### config.mk
export PLATFORM = sky130hd
export DESIGN_NAME = vga_frame_tx
export DESIGN_NICKNAME = d
export VERILOG_FILES = /design/src/rtl/vga_frame_tx.sv
export SDC_FILE = /design/constraint.sdc
export NUM_CORES = 1
export LEC_CHECK = 0
export BUFFER_PORTS_ARGS = -buffer_cell sky130_fd_sc_hd__buf_2
export CORE_MARGIN = 2
export CORE_UTILIZATION = 59
export CTS_CLUSTER_SIZE = 24
export DETAILED_ROUTE_END_ITERATION = 10
export GPL_ROUTABILITY_DRIVEN = 0
export GPL_TIMING_DRIVEN = 0
export HOLD_SLACK_MARGIN = 0.08
export PLACE_DENSITY_LB_ADDON = 0.3
export SLEW_MARGIN = 0
export SYNTH_ARGS = -nofsm -noshare
export SYNTH_HDL_FRONTEND = slang
export SYNTH_SLANG_ARGS = --single-unit
### constraint.sdc
create_clock -name clk -period 2.5 [get_ports clk]
set_clock_uncertainty 0.1 [all_clocks]
set_input_delay 0.125 -clock clk [delete_from_list [all_inputs] [get_ports clk]]
set_output_delay 0.125 -clock clk [all_outputs]
set_load 0.03 [all_outputs]
### src/rtl/vga_frame_tx.sv
// VGA frame transmitter: bus-programmable background colour and a 32x32 box,
// rendered at one pixel every second clock. Rendering works from shadow copies
// of the colour/position registers, refreshed once per frame, so that bus
// writes never tear the image mid-frame. Raster geometry defaults to 640x480@60.
module vga_frame_tx #(
    parameter int H_ACTIVE     = 640,
    parameter int H_SYNC_START = 656,
    parameter int H_SYNC_END   = 751,
    parameter int H_TOTAL      = 800,
    parameter int V_ACTIVE     = 480,
    parameter int V_SYNC_START = 490,
    parameter int V_SYNC_END   = 491,
    parameter int V_TOTAL      = 525
) (
    input  logic        clk,
    input  logic        reset,
    input  logic        chipselect,
    input  logic        write,
    input  logic        read,
    input  logic [7:0]  address,
    input  logic [31:0] writedata,
    output logic [31:0] readdata,
    output logic [7:0]  VGA_R,
    output logic [7:0]  VGA_G,
    output logic [7:0]  VGA_B,
    output logic        HSYNC,
    output logic        VSYNC,
    output logic        VGA_BLANK_n,
    output logic        frame_irq
);
    localparam logic [9:0]  H_ACT_W  = 10'(H_ACTIVE);
    localparam logic [9:0]  H_SS_W   = 10'(H_SYNC_START);
    localparam logic [9:0]  H_SE_W   = 10'(H_SYNC_END);
    localparam logic [9:0]  H_LAST_W = 10'(H_TOTAL - 1);
    localparam logic [9:0]  V_ACT_W  = 10'(V_ACTIVE);
    localparam logic [9:0]  V_SS_W   = 10'(V_SYNC_START);
    localparam logic [9:0]  V_SE_W   = 10'(V_SYNC_END);
    localparam logic [9:0]  V_LAST_W = 10'(V_TOTAL - 1);
    localparam logic [10:0] BOX_SIZE = 11'd32;

    // Live registers (bus side) and their per-frame shadows (render side)
    logic        enable_reg;
    logic [23:0] bg_color_reg, box_color_reg;
    logic [9:0]  box_x_reg, box_y_reg;
    logic [23:0] bg_sh_reg, box_color_sh_reg;
    logic [9:0]  box_x_sh_reg, box_y_sh_reg;

    logic        pix_en_reg;
    logic [9:0]  hcount_reg, vcount_reg;
    logic [15:0] frame_count_reg;
    logic        frame_irq_reg;
    logic [31:0] readdata_reg;
    logic        hsync_reg, vsync_reg, blank_n_reg;
    logic [23:0] rgb_bus;

    logic        bus_wr, bus_rd, ctrl_wr, run, start, frame_end;
    logic        visible, in_box;
    logic [10:0] h_ext, v_ext, bx_ext, by_ext;
    logic [23:0] pixel_color;
    logic        unused_writedata;

    assign bus_wr  = chipselect && write;
    assign bus_rd  = chipselect && read;
    assign ctrl_wr = bus_wr && (address == 8'd0);
    // Raster runs this cycle only if enabled and not being disabled right now,
    // so clearing enable takes effect at the very next clock edge.
    assign run     = enable_reg && !(ctrl_wr && !writedata[0]);
    assign start   = ctrl_wr && writedata[0] && !enable_reg;
    assign frame_end = run && pix_en_reg && (hcount_reg == H_LAST_W) && (vcount_reg == V_LAST_W);
    assign unused_writedata = &{writedata[31:26], writedata[15:10]};

    // Bus write port for the live registers; STATUS and unmapped addresses ignored
    always_ff @(posedge clk) begin
        if (reset) begin
            enable_reg    <= 1'b0;
            bg_color_reg  <= '0;
            box_x_reg     <= '0;
            box_y_reg     <= '0;
            box_color_reg <= '0;
        end else if (bus_wr) begin
            case (address)
                8'd0: enable_reg    <= writedata[0];
                8'd1: bg_color_reg  <= writedata[23:0];
                8'd2: begin
                    box_x_reg <= writedata[9:0];
                    box_y_reg <= writedata[25:16];
                end
                8'd3: box_color_reg <= writedata[23:0];
                default: ;
            endcase
        end
    end

    // Shadow load at enable rise and at the last pixel of every frame
    always_ff @(posedge clk) begin
        if (reset) begin
            bg_sh_reg        <= '0;
            box_x_sh_reg     <= '0;
            box_y_sh_reg     <= '0;
            box_color_sh_reg <= '0;
        end else if (start || frame_end) begin
            bg_sh_reg        <= bg_color_reg;
            box_x_sh_reg     <= box_x_reg;
            box_y_sh_reg     <= box_y_reg;
            box_color_sh_reg <= box_color_reg;
        end
    end

    // Pixel-rate enable and raster counters, parked at 0 while not running
    always_ff @(posedge clk) begin
        if (reset || !run) begin
            pix_en_reg <= 1'b0;
            hcount_reg <= '0;
            vcount_reg <= '0;
        end else begin
            pix_en_reg <= ~pix_en_reg;
            if (pix_en_reg) begin
                if (hcount_reg == H_LAST_W) begin
                    hcount_reg <= '0;
                    vcount_reg <= (vcount_reg == V_LAST_W) ? 10'd0 : vcount_reg + 10'd1;
                end else begin
                    hcount_reg <= hcount_reg + 10'd1;
                end
            end
        end
    end

    // End-of-frame pulse and frame counter
    always_ff @(posedge clk) begin
        if (reset) begin
            frame_irq_reg   <= 1'b0;
            frame_count_reg <= '0;
        end else begin
            frame_irq_reg <= frame_end;
            if (frame_end)
                frame_count_reg <= frame_count_reg + 16'd1;
        end
    end

    // Pixel colour from the current counters; box edges computed in 11 bits so they never wrap
    always_comb begin
        h_ext   = {1'b0, hcount_reg};
        v_ext   = {1'b0, vcount_reg};
        bx_ext  = {1'b0, box_x_sh_reg};
        by_ext  = {1'b0, box_y_sh_reg};
        visible = (hcount_reg < H_ACT_W) && (vcount_reg < V_ACT_W);
        in_box  = (h_ext >= bx_ext) && (h_ext < bx_ext + BOX_SIZE) &&
                  (v_ext >= by_ext) && (v_ext < by_ext + BOX_SIZE);
        pixel_color = '0;
        if (visible)
            pixel_color = in_box ? box_color_sh_reg : bg_sh_reg;
    end

    // Sync and blank registered on pix_en cycles, aligned with RGB below
    always_ff @(posedge clk) begin
        if (reset || !run) begin
            hsync_reg   <= 1'b1;
            vsync_reg   <= 1'b1;
            blank_n_reg <= 1'b0;
        end else if (pix_en_reg) begin
            hsync_reg   <= !((hcount_reg >= H_SS_W) && (hcount_reg <= H_SE_W));
            vsync_reg   <= !((vcount_reg >= V_SS_W) && (vcount_reg <= V_SE_W));
            blank_n_reg <= visible;
        end
    end

    genvar gi;
    generate
        for (gi = 0; gi < 3; gi++) begin : g_rgb
            logic [7:0] chan_reg;
            // One colour channel of the pixel pipeline
            always_ff @(posedge clk) begin
                if (reset || !run)
                    chan_reg <= '0;
                else if (pix_en_reg)
                    chan_reg <= pixel_color[gi*8 +: 8];
            end
            assign rgb_bus[gi*8 +: 8] = chan_reg;
        end
    endgenerate

    // Registered read port; reads see register state before any same-cycle write
    always_ff @(posedge clk) begin
        if (reset) begin
            readdata_reg <= '0;
        end else if (bus_rd) begin
            case (address)
                8'd0:    readdata_reg <= {31'd0, enable_reg};
                8'd1:    readdata_reg <= {8'd0, bg_color_reg};
                8'd2:    readdata_reg <= {6'd0, box_y_reg, 6'd0, box_x_reg};
                8'd3:    readdata_reg <= {8'd0, box_color_reg};
                8'd4:    readdata_reg <= {frame_count_reg, 6'd0, vcount_reg};
                default: readdata_reg <= '0;
            endcase
        end
    end

    assign readdata    = readdata_reg;
    assign VGA_R       = rgb_bus[23:16];
    assign VGA_G       = rgb_bus[15:8];
    assign VGA_B       = rgb_bus[7:0];
    assign HSYNC       = hsync_reg;
    assign VSYNC       = vsync_reg;
    assign VGA_BLANK_n = blank_n_reg;
    assign frame_irq   = frame_irq_reg;

endmodule

Word-level counts from Yosys, hierarchy flattened
Cells that the tools add are included.
{ "word_totals": {"regBits": 234, "input_bits": 45, "output_inout_bits": 60, "word_cells": 78} }
{ "classes": {"add_sub_neg": 5, "magnitude_cmp": 10, "eq_ne": 6, "muxes": 5, "n_bitwise": 1, "n_reduce_logical": 30} }
{ "op_table": {"columns": ["operator", "n"], "rows": [
  ["32-bit case mux with 5 select lines", 1],
  ["24-bit 2-to-1 mux", 2],
  ["10-bit by 6-bit adder with 11-bit output, second input constant", 2],
  ["10-bit by 11-bit less-than comparator with 1-bit output", 2],
  ["10-bit by 1-bit adder with 10-bit output, second input constant", 2],
  ["10-bit == test, second input constant", 2],
  ["10-bit >= comparator", 2],
  ["10-bit 2-to-1 mux", 2],
  ["16-bit by 1-bit adder with 16-bit output, second input constant", 1],
  ["8-bit by 2-bit == test with 1-bit output, second input constant", 2],
  ["1-bit logical AND", 16],
  ["10-bit >= comparator, second input constant", 1],
  ["10-bit by 9-bit >= comparator with 1-bit output, second input constant", 1],
  ["10-bit less-or-equal comparator, second input constant", 1],
  ["10-bit by 9-bit less-or-equal comparator with 1-bit output, second input constant", 1],
  ["10-bit less-than comparator, second input constant", 1],
  ["10-bit by 9-bit less-than comparator with 1-bit output, second input constant", 1],
  ["2-bit AND reduction", 5],
  ["8-bit by 1-bit == test with 1-bit output, second input constant", 1],
  ["8-bit by 3-bit == test with 1-bit output, second input constant", 1],
  ["8-bit logical NOT", 1],
  ["1-bit logical NOT", 6],
  ["1-bit logical OR", 2],
  ["1-bit inverter", 1]
]} }

Longest topological paths before layout
Gate-level depths: netlist (run 1).
{ "logic_depth": {"ltp_word": 9, "mapped_depth": 10, "depth_no_buf": 9} }

Worst setup path before layout (run 1)
Ideal clock, no wire load.
{ "synth_path": {"path_kind": "reg2reg", "startpoint": "register box_y_sh_reg[8]", "endpoint": "register g_rgb[2].chan_reg[1], in the netlist VGA_R[1]", "setup_time_ps": 63, "arrival_time_ps": 2171, "t_required_ps": 2337, "setup_slack_ps": 167, "path_stages_with_launch": 10, "path_buffers": 1, "period_less_slack_ps": 2333, "path_cell_list": "dfxtp_1 -> inv_1 -> ha_1 -> a21oi_1 -> nand2_1 -> a221o_1 -> o31ai_1 -> buf_2 -> o211ai_1 -> nand3_1"} }
{ "synth_between": {"elab_chain_len": 5, "elab_cells_between_ends": 7, "cone_classes": "1 x add/sub; 2 x order compare; 2 x mux; 2 x reduce/logical"} }
{ "synth_rtl": {"columns": ["element", "line", "text"], "rows": [
  ["from (decl)", "46", "logic [9:0] box_x_sh_reg, box_y_sh_reg;"],
  ["from (signal assigned)", "104", "box_y_sh_reg <= box_y_reg;"],
  ["10-bit by 6-bit adder with 11-bit output / 10-bit >= comparator (equally long branches)", "148", "(v_ext >= by_ext) && (v_ext < by_ext + BOX_SIZE);"],
  ["10-bit by 11-bit less-than comparator with 1-bit output / 1-bit logical AND (equally long branches)", "148, 147", null],
  ["1-bit logical AND *", "148", null],
  ["24-bit 2-to-1 mux *", "151", "pixel_color = in_box ? box_color_sh_reg : bg_sh_reg;"],
  ["24-bit 2-to-1 mux *", "150", "if (visible)"],
  ["to (signal assigned)", "176", "chan_reg <= pixel_color[gi*8 +: 8];"],
  ["to (decl)", "170", "logic [7:0] chan_reg;"]
]} }
Mark *: on every way between the ends. The rest lies on a longest branch, timed or not.
A chain may end at the register's enable or synchronous reset.

Worst setup path after layout (run 1)
{ "layout_path": {"startpoint": "register box_x_sh_reg[5]", "endpoint": "register g_rgb[1].chan_reg[5], in the netlist VGA_G[5]"} }
{ "layout_between": {"elab_chain_len": 7, "elab_cells_between_ends": 8, "cone_classes": "1 x add/sub; 2 x order compare; 2 x mux; 3 x reduce/logical"} }
{ "layout_rtl": {"columns": ["element", "line", "text"], "rows": [
  ["from (decl)", "46", null],
  ["from (signal assigned)", "103", "box_x_sh_reg <= box_x_reg;"],
  ["10-bit by 6-bit adder with 11-bit output", "147", "in_box = (h_ext >= bx_ext) && (h_ext < bx_ext + BOX_SIZE) &&"],
  ["10-bit by 11-bit less-than comparator with 1-bit output", "147", null],
  ["1-bit logical AND * (2 in a row)", "147", null],
  ["1-bit logical AND *", "148", null],
  ["24-bit 2-to-1 mux *", "151", null],
  ["24-bit 2-to-1 mux *", "150", null],
  ["to (signal assigned)", "176", null],
  ["to (decl)", "170", null]
]} }
Marked as above.

==> results.md, run 1 <==
- CTS tree: yes
- CP Data Required Time: 2850 ps
- Final-report hold violation count: 0
- GRT Util Overall: 0.337
- Post-synthesis mux area share: 0.0256
- Setup violations, final: 7
- Reg2Reg Depth: 11
- Die area: around 19000 µm²
- Placed cells: 1603
- H-tree depth: 1
- Unrepaired setup endpoints after global routing: true
- Remaining Overflow, GRT: 0
- Initial DRT Pass Iterations: 6
- Starting Density: 0.606
- Maxcap violations: 0
- Filler cells: 1334
- Outcome: finished, violations left
- DIE HEIGHT: 138 µm
- Kind of critical path: flip-flop to flip-flop
- Share of layout cells above drive strength 1: 0.165
- Core area: 17400 µm²
- Hpwl dp: about 23 mm
- Hold Crit Class: input pin to flip-flop
- FF+latch count, synth: roughly 230
- Synth area leaders: dfxtp_1, nand2_1, a21oi_1, ha_1, nor2_1
- Power share of the combinational group: 0.026
- Yosys top cell by area: dfxtp_1
- Clock power share: 0.474
- Switching power: about 0.0016 W
- Routed WL per cell: 19.6 µm
- Crit path max fanout: 10
- Final Cycle Share: 1.03
- Post-Synth Simple-Gate Area: 0.225
- First-pass GRT wire length: between 40 and 50 mm
- Vias in the first global route: 9597
- Switching share of power: 0.220
- Max reg flops: 32
- Synth Area in XOR/XNOR: 0.0299
- Cell Int Power: between 0.005 and 0.006 W
- Nets: approximately 1500
- Main combinational cell family by area after synthesis: simple AND/OR/NAND/NOR gates
- Mean Syn Cell Area: 8.24 µm²
- Syn Nets: approximately 1400
- Post-synthesis sequential area ratio: 0.444
- Pre-CTS WS: -587 ps
- Area of the multi-input gates: between 5000 and 6000 µm²
- F_max: 388 MHz
- CTS Root Cell: clkbuf_16
- I/O pins: 105
- Worst Tran Pin Value: 840 ps
- Clk pin slew, worst setup/hold paths: roughly 60 ps
- Synthesized cell area: 10600 µm²
- Fin crit period: 2580 ps
- Final wirelength: 33.1 mm
- Num CTS Buffers: 24
- Final Util: 0.732
- Synth unique cells: 60
- Sink Count: 234
- PD cells: 583 nW/µm²
- Dpl cell area: 11300 µm²
- Post-route ant nets: 0
- Cells after synthesis: roughly 1300
- Sequential cell area: 4720 µm²
- Die width: 138 µm
- Flop pwr share: 0.501
- Non-Filler Instances: around 1700
- Leak: 4.76 nW
- Pin count of the biggest net entering global routing: 14
- Relative slew slack: 0.438
- Post-Route Setup TNS: -151 ps
- DRC Markers: 0
- YS warnings: 0
- Finished Cell Area: 12800 µm²
- Synth top area share: 0.444
- Iter 0 DRT Violations: 1239
- Crit path DAT: 2930 ps
- Fraction of registers with async set/reset: 0
- FP Rows: 48
- Slew Viols, Final: 0
- Initial antenna violation count: 0
- CP startpoint kind: flip-flop
- Final worst setup slack: -76.0 ps
- Area Overhead vs Synth: 20.7%
- Synth Area in Adders: 0.0438
- Skew-Pair Late Insertion Delay: 530 ps
- Antenna Diode Count: 0
- Failing checks: negative setup slack
- Post-synthesis compound-gate area fraction: 0.171
- Clock Tree Buf Depth: 3
- Hold path depth: 4
- EDFF count, synth: 0
- Vias/cell: 6.21
- Ys flop type: dfxtp_1
- Via Count: 10478
- Worst vdd rail ir drop: between 0.5 and 0.6 mV
- Crit. End Element: flip-flop
- Quantity of I/O buffers inserted on ports: between 90 and 100
per-layer routing:
layer | up-vias | track usage | share of wire
met5 | - | 0 | 0
met4 | 0 | 0.160 | 0.050
li1 | 4816 | - | -
met3 | 127 | 0.0497 | 0.093
met1 | 4937 | 0.438 | 0.40
met2 | 598 | 0.553 | 0.46
final cells by class:
cell class / count / area share
Buffer: 92 / 0.0389
Sequential cell: 234 / 0.371
Tap cell: 225 / 0.0221
Timing Repair Buffer: 138 / 0.0690
Clock buffer: 41 / 0.0584
Inverter: 56 / 0.0165
Clock inverter: 2 / 0.00186
Multi-Input combinational cell: 898 / 0.423
cell families (layout without fill, tap and decap cells):
family                     after synthesis  count (layout)
buffers and inverters                  149             329
muxes                                   27              27
xor gates and xnor gates                36              36
AOI/OAI and AO/OA                      267             267
DFF                                    234             234
adders and majority gates               37              37
and+or+nand+nor                        531             531
per-stage QoR:
step                power (W)  hold slack (ps)
floorplan             0.00387              161
finish                0.00744              100
global placement      0.00396              289
global route          0.00757              175
CTS                   0.00742             81.3
detailed placement    0.00396              294
what timing repair did:
action | in CTS | in global routing
hold buffers | 28 | 0
endpoints found under the hold margin | 69 | 0
cloned | 0 | 0
pin swaps | 4 | 11
setup buffers | 5 | 8
resized for setup | 35 | 62
endpoints found under the setup margin | 81 | 76
worst max-delay path: stages (launching register included):
cell and delay (ps):
dfxtp_4 400, ha_4 150, nand3_1 100, xnor2_1 250
ha_1 300, a21o_1 200, o2bb2a_4 220, o31a_1 160
buf_6 140, buf_8 130, nand4_1 180, nand3_1 180
cell usage in the layout, fill, tap and decap left out, types with 17 or more instances in the layout:
| cell type | n |
|---|---|
| a21oi_1 | 129 |
| a222oi_1 | 17 |
| a22o_1 | 26 |
| a32oi_1 | 24 |
| buf_2 | 120 |
| buf_4 | 20 |
| clkbuf_1 | 50 |
| clkbuf_16 | 24 |
| dfxtp_1 | 216 |
| dlygate4sd3_1 | 28 |
| ha_1 | 34 |
| inv_1 | 55 |
| mux2i_1 | 27 |
| nand2_1 | 284 |
| nand3_1 | 48 |
| nand4_1 | 32 |
| nor2_1 | 74 |
| nor3_1 | 32 |
| o211ai_1 | 25 |
| xnor2_1 | 20 |
synthesized netlist by cell type, types with 5 or more instances:
cell / instances
a32oi_1: 24
a222oi_1: 17
nor3_1: 32
ha_1: 37
and4_1: 6
mux2i_1: 27
dfxtp_1: 234
inv_1: 56
o21ai_0: 5
xnor2_1: 21
nand4_1: 32
a21oi_1: 132
clkbuf_1: 57
and3_1: 11
nor2_1: 75
a22o_1: 26
a22oi_1: 9
xor2_1: 15
buf_2: 29
o211ai_1: 25
nor2b_1: 5
nand2_1: 285
nand3_1: 50
nor4_1: 5
or3_1: 6
final timing paths:
kind / slack [ps] / start / end
worst max-delay path: -80 / box_x_sh_reg[5] / VGA_G[5]
worst max register to register: -80 / box_x_sh_reg[5] / VGA_G[5]
worst min-delay path: 100 / reset / readdata[0]
worst min register to register: 350 / readdata[30] / readdata[30]
power by group through the flow:
stage / sequential [W] / combinational (W) / clock (W)
floorplan: 0.00382 / 0.0000595 / 0
global placement: 0.00381 / 0.000147 / 0
detailed placement: 0.00381 / 0.000149 / 0
CTS: 0.00373 / 0.000183 / 0.00351
global route: 0.00372 / 0.000201 / 0.00365
finish: 0.00372 / 0.000192 / 0.00352
Power figures use the tool's default switching activity.
==> run 2: changes to the inputs <==
Settings changed: CORE_UTILIZATION 59 to 53.
Clock period 2.5 ns to 2.3 ns, I/O delays scaled along.
==> results.md, run 2 (same netlist as run 1, synthesis figures left out) <==
- Outcome: finished, violations left
- Failing checks: negative setup slack
- Met3 Use GR: 0.0450 (-0.00470)
- Iter 0 DRT Violations: 997 (-20%)
- Slowest-stage cell, CP: o311ai_4
- DRC Markers: 0 (unchanged)
- Pre-CTS WS: -624 ps (-36.9 ps)
- Starting Density: 0.541 (-0.0655)
- PD cells: 631 nW/µm² (+8.1%)
- CTS Root Cell: clkbuf_16
- Hold path depth: 4 (unchanged)
- Post-route ant nets: 0 (unchanged)
- Kind of critical path: flip-flop to flip-flop
- Die width: 145 µm (+5.3%)
- Die area: 21100 µm² (+11%)
- Placed cells: 1643 (+2.5%)
- Crit. End Element: flip-flop
- Met1 Usage GRT: 0.408 (-0.0307)
- I/O pins: 105 (unchanged)
- First-pass GRT wire length: 52.9 mm (+6.6%)
- Slew Viols, Final: 0 (unchanged)
- Family with the most delay on the worst path: compound AO/OA/AOI/OAI gates
- Skew-Pair Late Insertion Delay: 530 ps (about the same)
- Maxcap violations: 0 (unchanged)
- Worst vdd rail ir drop: 0.553 mV (-1.5%)
- H-tree depth: 1 (unchanged)
- Clock power share: 0.495 (+0.021)
- Met2 usage: 0.507 (-0.0456)
- Worst path depth: 9 (-2)
- Num CTS Buffers: 25 (+4.2%)
- Hpwl dp: 23.3 mm (+2.6%)
- Core area: 19500 µm² (+12%)
- Remaining Overflow, GRT: 0 (unchanged)
- FP Rows: 51 (+6.3%)
- Crit path DAT: 2770 ps (-160 ps)
- Power Total: 0.00843 W (+13%)
- Clk pin slew, worst setup/hold paths: 60 ps (about the same)
- Nets: 1545 (+1.2%)
- Non-Filler Instances: 1746 (+3.6%)
- Final Cycle Share: 1.04 (+0.0121)
- Final-report hold violation count: 0 (unchanged)
- GRT Util Overall: 0.311 (-0.0263)
- GR peak layer: met2
- Worst hold start: chipselect
- Power share of the combinational group: 0.025 (about the same)
- Hold Crit Class: input pin to flip-flop
- Antenna Diode Count: 0 (unchanged)
- Reg2Reg Depth: 9 (-2)
- Pin count of the biggest net entering global routing: 15 (+1)
- WHS Endpoint: enable_reg
- Leak: 5.04 nW (+5.8%)
- Unrepaired setup endpoints after global routing: true
- Area Overhead vs Synth: 26.6%
- Initial antenna violation count: 0 (unchanged)
- Vias in the first global route: 9976 (+3.9%)
- Filler cells: 1533 (+15%)
- Share of layout cells above drive strength 1: 0.203 (+0.0376)
- Via Count: 10519 (+0.39%)
- Quantity of I/O buffers inserted on ports: 97 (unchanged)
- Flop pwr share: 0.480 (-0.021)
- Max reg flops: 32 (unchanged)
- Most common cell after layout, fill and taps aside: nand2_1
- Post-Route Setup TNS: -1480 ps (-1330 ps)
- Vias/cell: 6.02 (-3.1%)
- Finished Cell Area: 13400 µm² (+4.9%)
- Dpl cell area: 11400 µm² (+0.55%)
- Area of the multi-input gates: 5610 µm² (+4.1%)
- Initial DRT Pass Iterations: 8 (+2)
- Final worst setup slack: -97.7 ps (-21.8 ps)
- Clock Tree Buf Depth: 3 (unchanged)
- Switching share of power: 0.219 (about the same)
- Sink Count: 234 (unchanged)
- Final wirelength: 34.3 mm (+3.6%)
- Sequential cell area: 4740 µm² (+0.37%)
- Buf/Inv on CP: 2 (unchanged)
- CP Data Required Time: 2670 ps (-180 ps)
- Crit path max fanout: 10 (unchanged)
- Slowest stage delay, CP: 470 ps (+70 ps)
- R2r startpoint: box_x_sh_reg[1]
- Routed WL per cell: 19.7 µm (about the same)
- Fin crit period: 2400 ps (-178 ps)
- Relative slew slack: 0.522 (+0.0835)
- Worst-path cell chain: inv_1 > ha_1 > nor2b_1 > o2111ai_2 > a31oi_4 > o311ai_4 > clkbuf_2 > nand4_1 > nand3_1
- DIE HEIGHT: 145 µm (+5.3%)
- Most frequent cells in the layout: nand2_1, dfxtp_1, a21oi_1, buf_2, nor2_1
- Worst Tran Pin Value: 715 ps (-125 ps)
- R2R Setup Slk: -100 ps (-20 ps)
- Setup violations, final: 23 (+16)
- Cell Int Power: 0.00658 W (+13%)
- CTS tree: yes
- Switching power: 0.00185 W (+13%)
- RR Endpoint: VGA_R[3]
- F_max: 417 MHz (+7.4%)
- CP startpoint kind: flip-flop
==> run 2: final cells by class <==
cell class / count / share of cell area
plain buffers: 92 / 0.0415
clock buffers: 31 / 0.0515
clock inverters: 14 / 0.0120
inverters: 56 / 0.0157
multi-input cells: 898 / 0.420
flip-flops and latches: 234 / 0.355
well taps: 265 / 0.0248
repair buffers: 156 / 0.0799
==> run 2: worst max-delay path by stage <==
stage                          from        to  slack [ps]
floorplan           box_y_sh_reg[8]  VGA_R[1]          70
global placement    box_x_sh_reg[1]  VGA_B[1]        -580
detailed placement    hcount_reg[1]  VGA_G[5]        -620
CTS                 box_y_sh_reg[6]  VGA_G[5]         -40
global route        box_x_sh_reg[6]  VGA_B[4]        -170
finish              box_x_sh_reg[1]  VGA_R[3]        -100
==> run 2: through the flow <==
step	utilization	hold WS (ps)
2_1_floorplan	-	151
5_1_grt	0.685	157
3_3_place_gp	0.583	278
3_5_place_dp	0.583	274
4_1_cts	0.672	96.4
6_report	0.685	120
==> run 2: metal layers <==
metal,routed length [µm],part of all wire
met1,13800,0.40
met2,15800,0.46
met3,3170,0.092
met4,1610,0.047
met5,0,0
==> run 2: tightest hold or removal path, stage by stage <==
cell and delay [ps]:
buf_2 140, nand2_1 130, o21ai_1 160, a21oi_1 160
==> run 2: power groups by stage <==
stage          logic [W]  clock network (W)  registers [W]
2_1_floorplan  0.0000647                  0        0.00415
3_5_place_dp    0.000164                  0        0.00415
3_3_place_gp    0.000164                  0        0.00415
6_report        0.000211            0.00418        0.00404
5_1_grt         0.000220            0.00435        0.00404
4_1_cts         0.000204            0.00416        0.00404
==> run 2: repair_timing <==
item	4_1_cts	5_1_grt
pin swaps	59	33
gates resized for setup	121	46
setup endpoints to repair	97	94
buffers inserted	15	9
hold endpoints to repair	70	0
gates cloned	6	0
hold buffers	29	0
==> run 3: changes to the inputs <==
Settings changed: CORE_ASPECT_RATIO from default to 1.1.
==> results.md, run 3 (same netlist as run 1, synthesis figures left out) <==
- Kind of critical path: flip-flop to flip-flop
- Crit path max fanout: 7 (-3)
- Placed cells: 1630 (-0.79%)
- Relative slew slack: 0.448 (-0.0741)
- Clock Tree Buf Depth: 3 (unchanged)
- Pin count of the biggest net entering global routing: 14 (-1)
- GRT Util Overall: 0.311 (-0.000401)
- Initial antenna violation count: 0 (unchanged)
- CTS Root Cell: clkbuf_16
- Skew-Pair Late Insertion Delay: 520 ps (about the same)
- Worst vdd rail ir drop: 0.611 mV (+11%)
- PD cells: 610 nW/µm² (-3.3%)
- Starting Density: 0.537 (-0.00372)
- Leak: 5.03 nW (-0.23%)
- First-pass GRT wire length: 53.3 mm (+0.72%)
- Final Util: 0.676 (-0.00833)
- Fin crit period: 2420 ps (+25.0 ps)
- Worst-path cell chain: ha_4 > nand3_2 > xnor2_1 > ha_1 > a21o_1 > o2bb2a_4 > o31a_1 > buf_6 > clkbuf_16 > nand4_1 > nand3_1
- H-tree depth: 1 (unchanged)
- Most frequent cells in the layout: nand2_1, dfxtp_1, a21oi_1, buf_2, nor2_1
- Antenna Diode Count: 0 (unchanged)
- Finished Cell Area: 13300 µm² (-0.53%)
- Hold Crit Class: input pin to flip-flop
- Outcome: finished, violations left
- CTS tree: yes
- Final worst setup slack: -123 ps (-25.0 ps)
- Dpl cell area: 11400 µm² (-0.14%)
- Routed WL per cell: 19.6 µm (-0.40%)
- Area of the multi-input gates: 5510 µm² (-1.8%)
- Non-Filler Instances: 1737 (-0.52%)
- Clk pin slew, worst setup/hold paths: 60 ps (about the same)
- Crit. End Element: flip-flop
- Final-report hold violation count: 0 (unchanged)
- Final Cycle Share: 1.05 (+0.0109)
- Vias/cell: 5.98 (-0.72%)
- Num CTS Buffers: 25 (unchanged)
- Unrepaired setup endpoints after global routing: true
- Slowest stage delay, CP: 400 ps (-70 ps)
- Sequential cell area: 4740 µm² (unchanged)
- CP startpoint kind: flip-flop
- Die area: 21100 µm² (about the same)
- Filler cells: 1634 (+6.6%)
- Slowest-stage cell, CP: dfxtp_4
- Initial DRT Pass Iterations: 6 (-2)
- F_max: 413 MHz (-1.0%)
- Hpwl dp: 23.2 mm (-0.26%)
- Core area: 19700 µm² (+0.69%)
- Via Count: 10389 (-1.2%)
- Crit path DAT: 2790 ps (+20 ps)
- Post-route ant nets: 0 (unchanged)
- Pre-CTS WS: -555 ps (+68.6 ps)
- Sink Count: 234 (unchanged)
- FP Rows: 54 (+5.9%)
- Die width: 139 µm (-4.5%)
- Quantity of I/O buffers inserted on ports: 97 (unchanged)
- Worst Tran Pin Value: 825 ps (+111 ps)
- Nets: 1553 (+0.52%)
- Share of layout cells above drive strength 1: 0.199 (-0.00391)
- Iter 0 DRT Violations: 960 (-3.7%)
- CP Data Required Time: 2660 ps (about the same)
- Remaining Overflow, GRT: 0 (unchanged)
- Max reg flops: 32 (unchanged)
- DRC Markers: 0 (unchanged)
- Most common cell after layout, fill and taps aside: nand2_1
- I/O pins: 105 (unchanged)
- Area Overhead vs Synth: 25.9%
- Vias in the first global route: 9942 (-0.34%)
- DIE HEIGHT: 152 µm (+4.7%)
- Failing checks: negative setup slack
- Final wirelength: 34.0 mm (-0.92%)
- Setup violations, final: 24 (+4.3%)
- Slew Viols, Final: 0 (unchanged)
- Post-Route Setup TNS: -1540 ps (-51.7 ps)
- Maxcap violations: 0 (unchanged)
==> run 3: changes by cell type in the layout (fill, tap and decap cells not counted), sizes merged <==
cell      change
bufinv        -2
clkbuf       +11
inv           -1
clkinvlp      -2
clkinv        -2
==> run 3: repair_timing <==
action	4_1_cts	5_1_grt
gates cloned	4	5
pin swaps	43	33
gates resized for setup	113	41
hold endpoints to repair	70	0
setup endpoints to repair	97	94
buffers inserted	20	10
hold buffers	29	0
==> run 3: power by group <==
group / switching, W / internal (W) / total, W
clock: 0.00164 / 0.00222 / 0.00386
combinational: 0.000136 / 0.0000726 / 0.000208
sequential: 0.00000167 / 0.00404 / 0.00404
total: 0.00177 / 0.00634 / 0.00811
==> run 3: cell type report <==
| type | instances | area share |
|---|---|---|
| sequential | 234 | 0.357 |
| buffer | 92 | 0.0440 |
| tap | 252 | 0.0237 |
| inverter | 56 | 0.0158 |
| clock inverter | 7 | 0.00480 |
| clock buffer | 34 | 0.0526 |
| timing repair buffer | 164 | 0.0880 |
| multi-input combinational | 898 | 0.415 |
==> run 3: stage by stage <==
step / power (W) / hold slack, ps
final: 0.00811 / 114
after global routing: 0.00831 / 140
after CTS: 0.00810 / 106
after detailed placement: 0.00431 / 281
after global placement: 0.00431 / 271
after floorplan: 0.00421 / 151
==> run 3: routing by layer <==
layer,track usage,routed length [µm],vias up
met5,0,0,-
met4,0.120,1370,0
met3,0.0485,3130,115
met2,0.510,15600,562
met1,0.414,13900,4844
li1,-,-,4868
==> run 3: worst paths after layout <==
check	from	endpoint	slack (ps)	depth (start not counted)
setup reg to reg	box_x_sh_reg[6]	VGA_G[0]	-120	11
hold reg to reg	VGA_BLANK_n	VGA_BLANK_n	350	1
setup / recovery	box_x_sh_reg[6]	VGA_G[0]	-120	11
hold / removal	read	readdata[11]	110	4
==> run 3: critical path, delay by kind of cell (launching register included) <==
family,cells,cell delay (ps)
XOR/XNOR,1,180
adder cells (fa/ha/maj),2,440
buffers and inverters,2,320
flip-flops,1,400
AO/OA/AOI/OAI,3,630
AND/OR/NAND/NOR,3,290
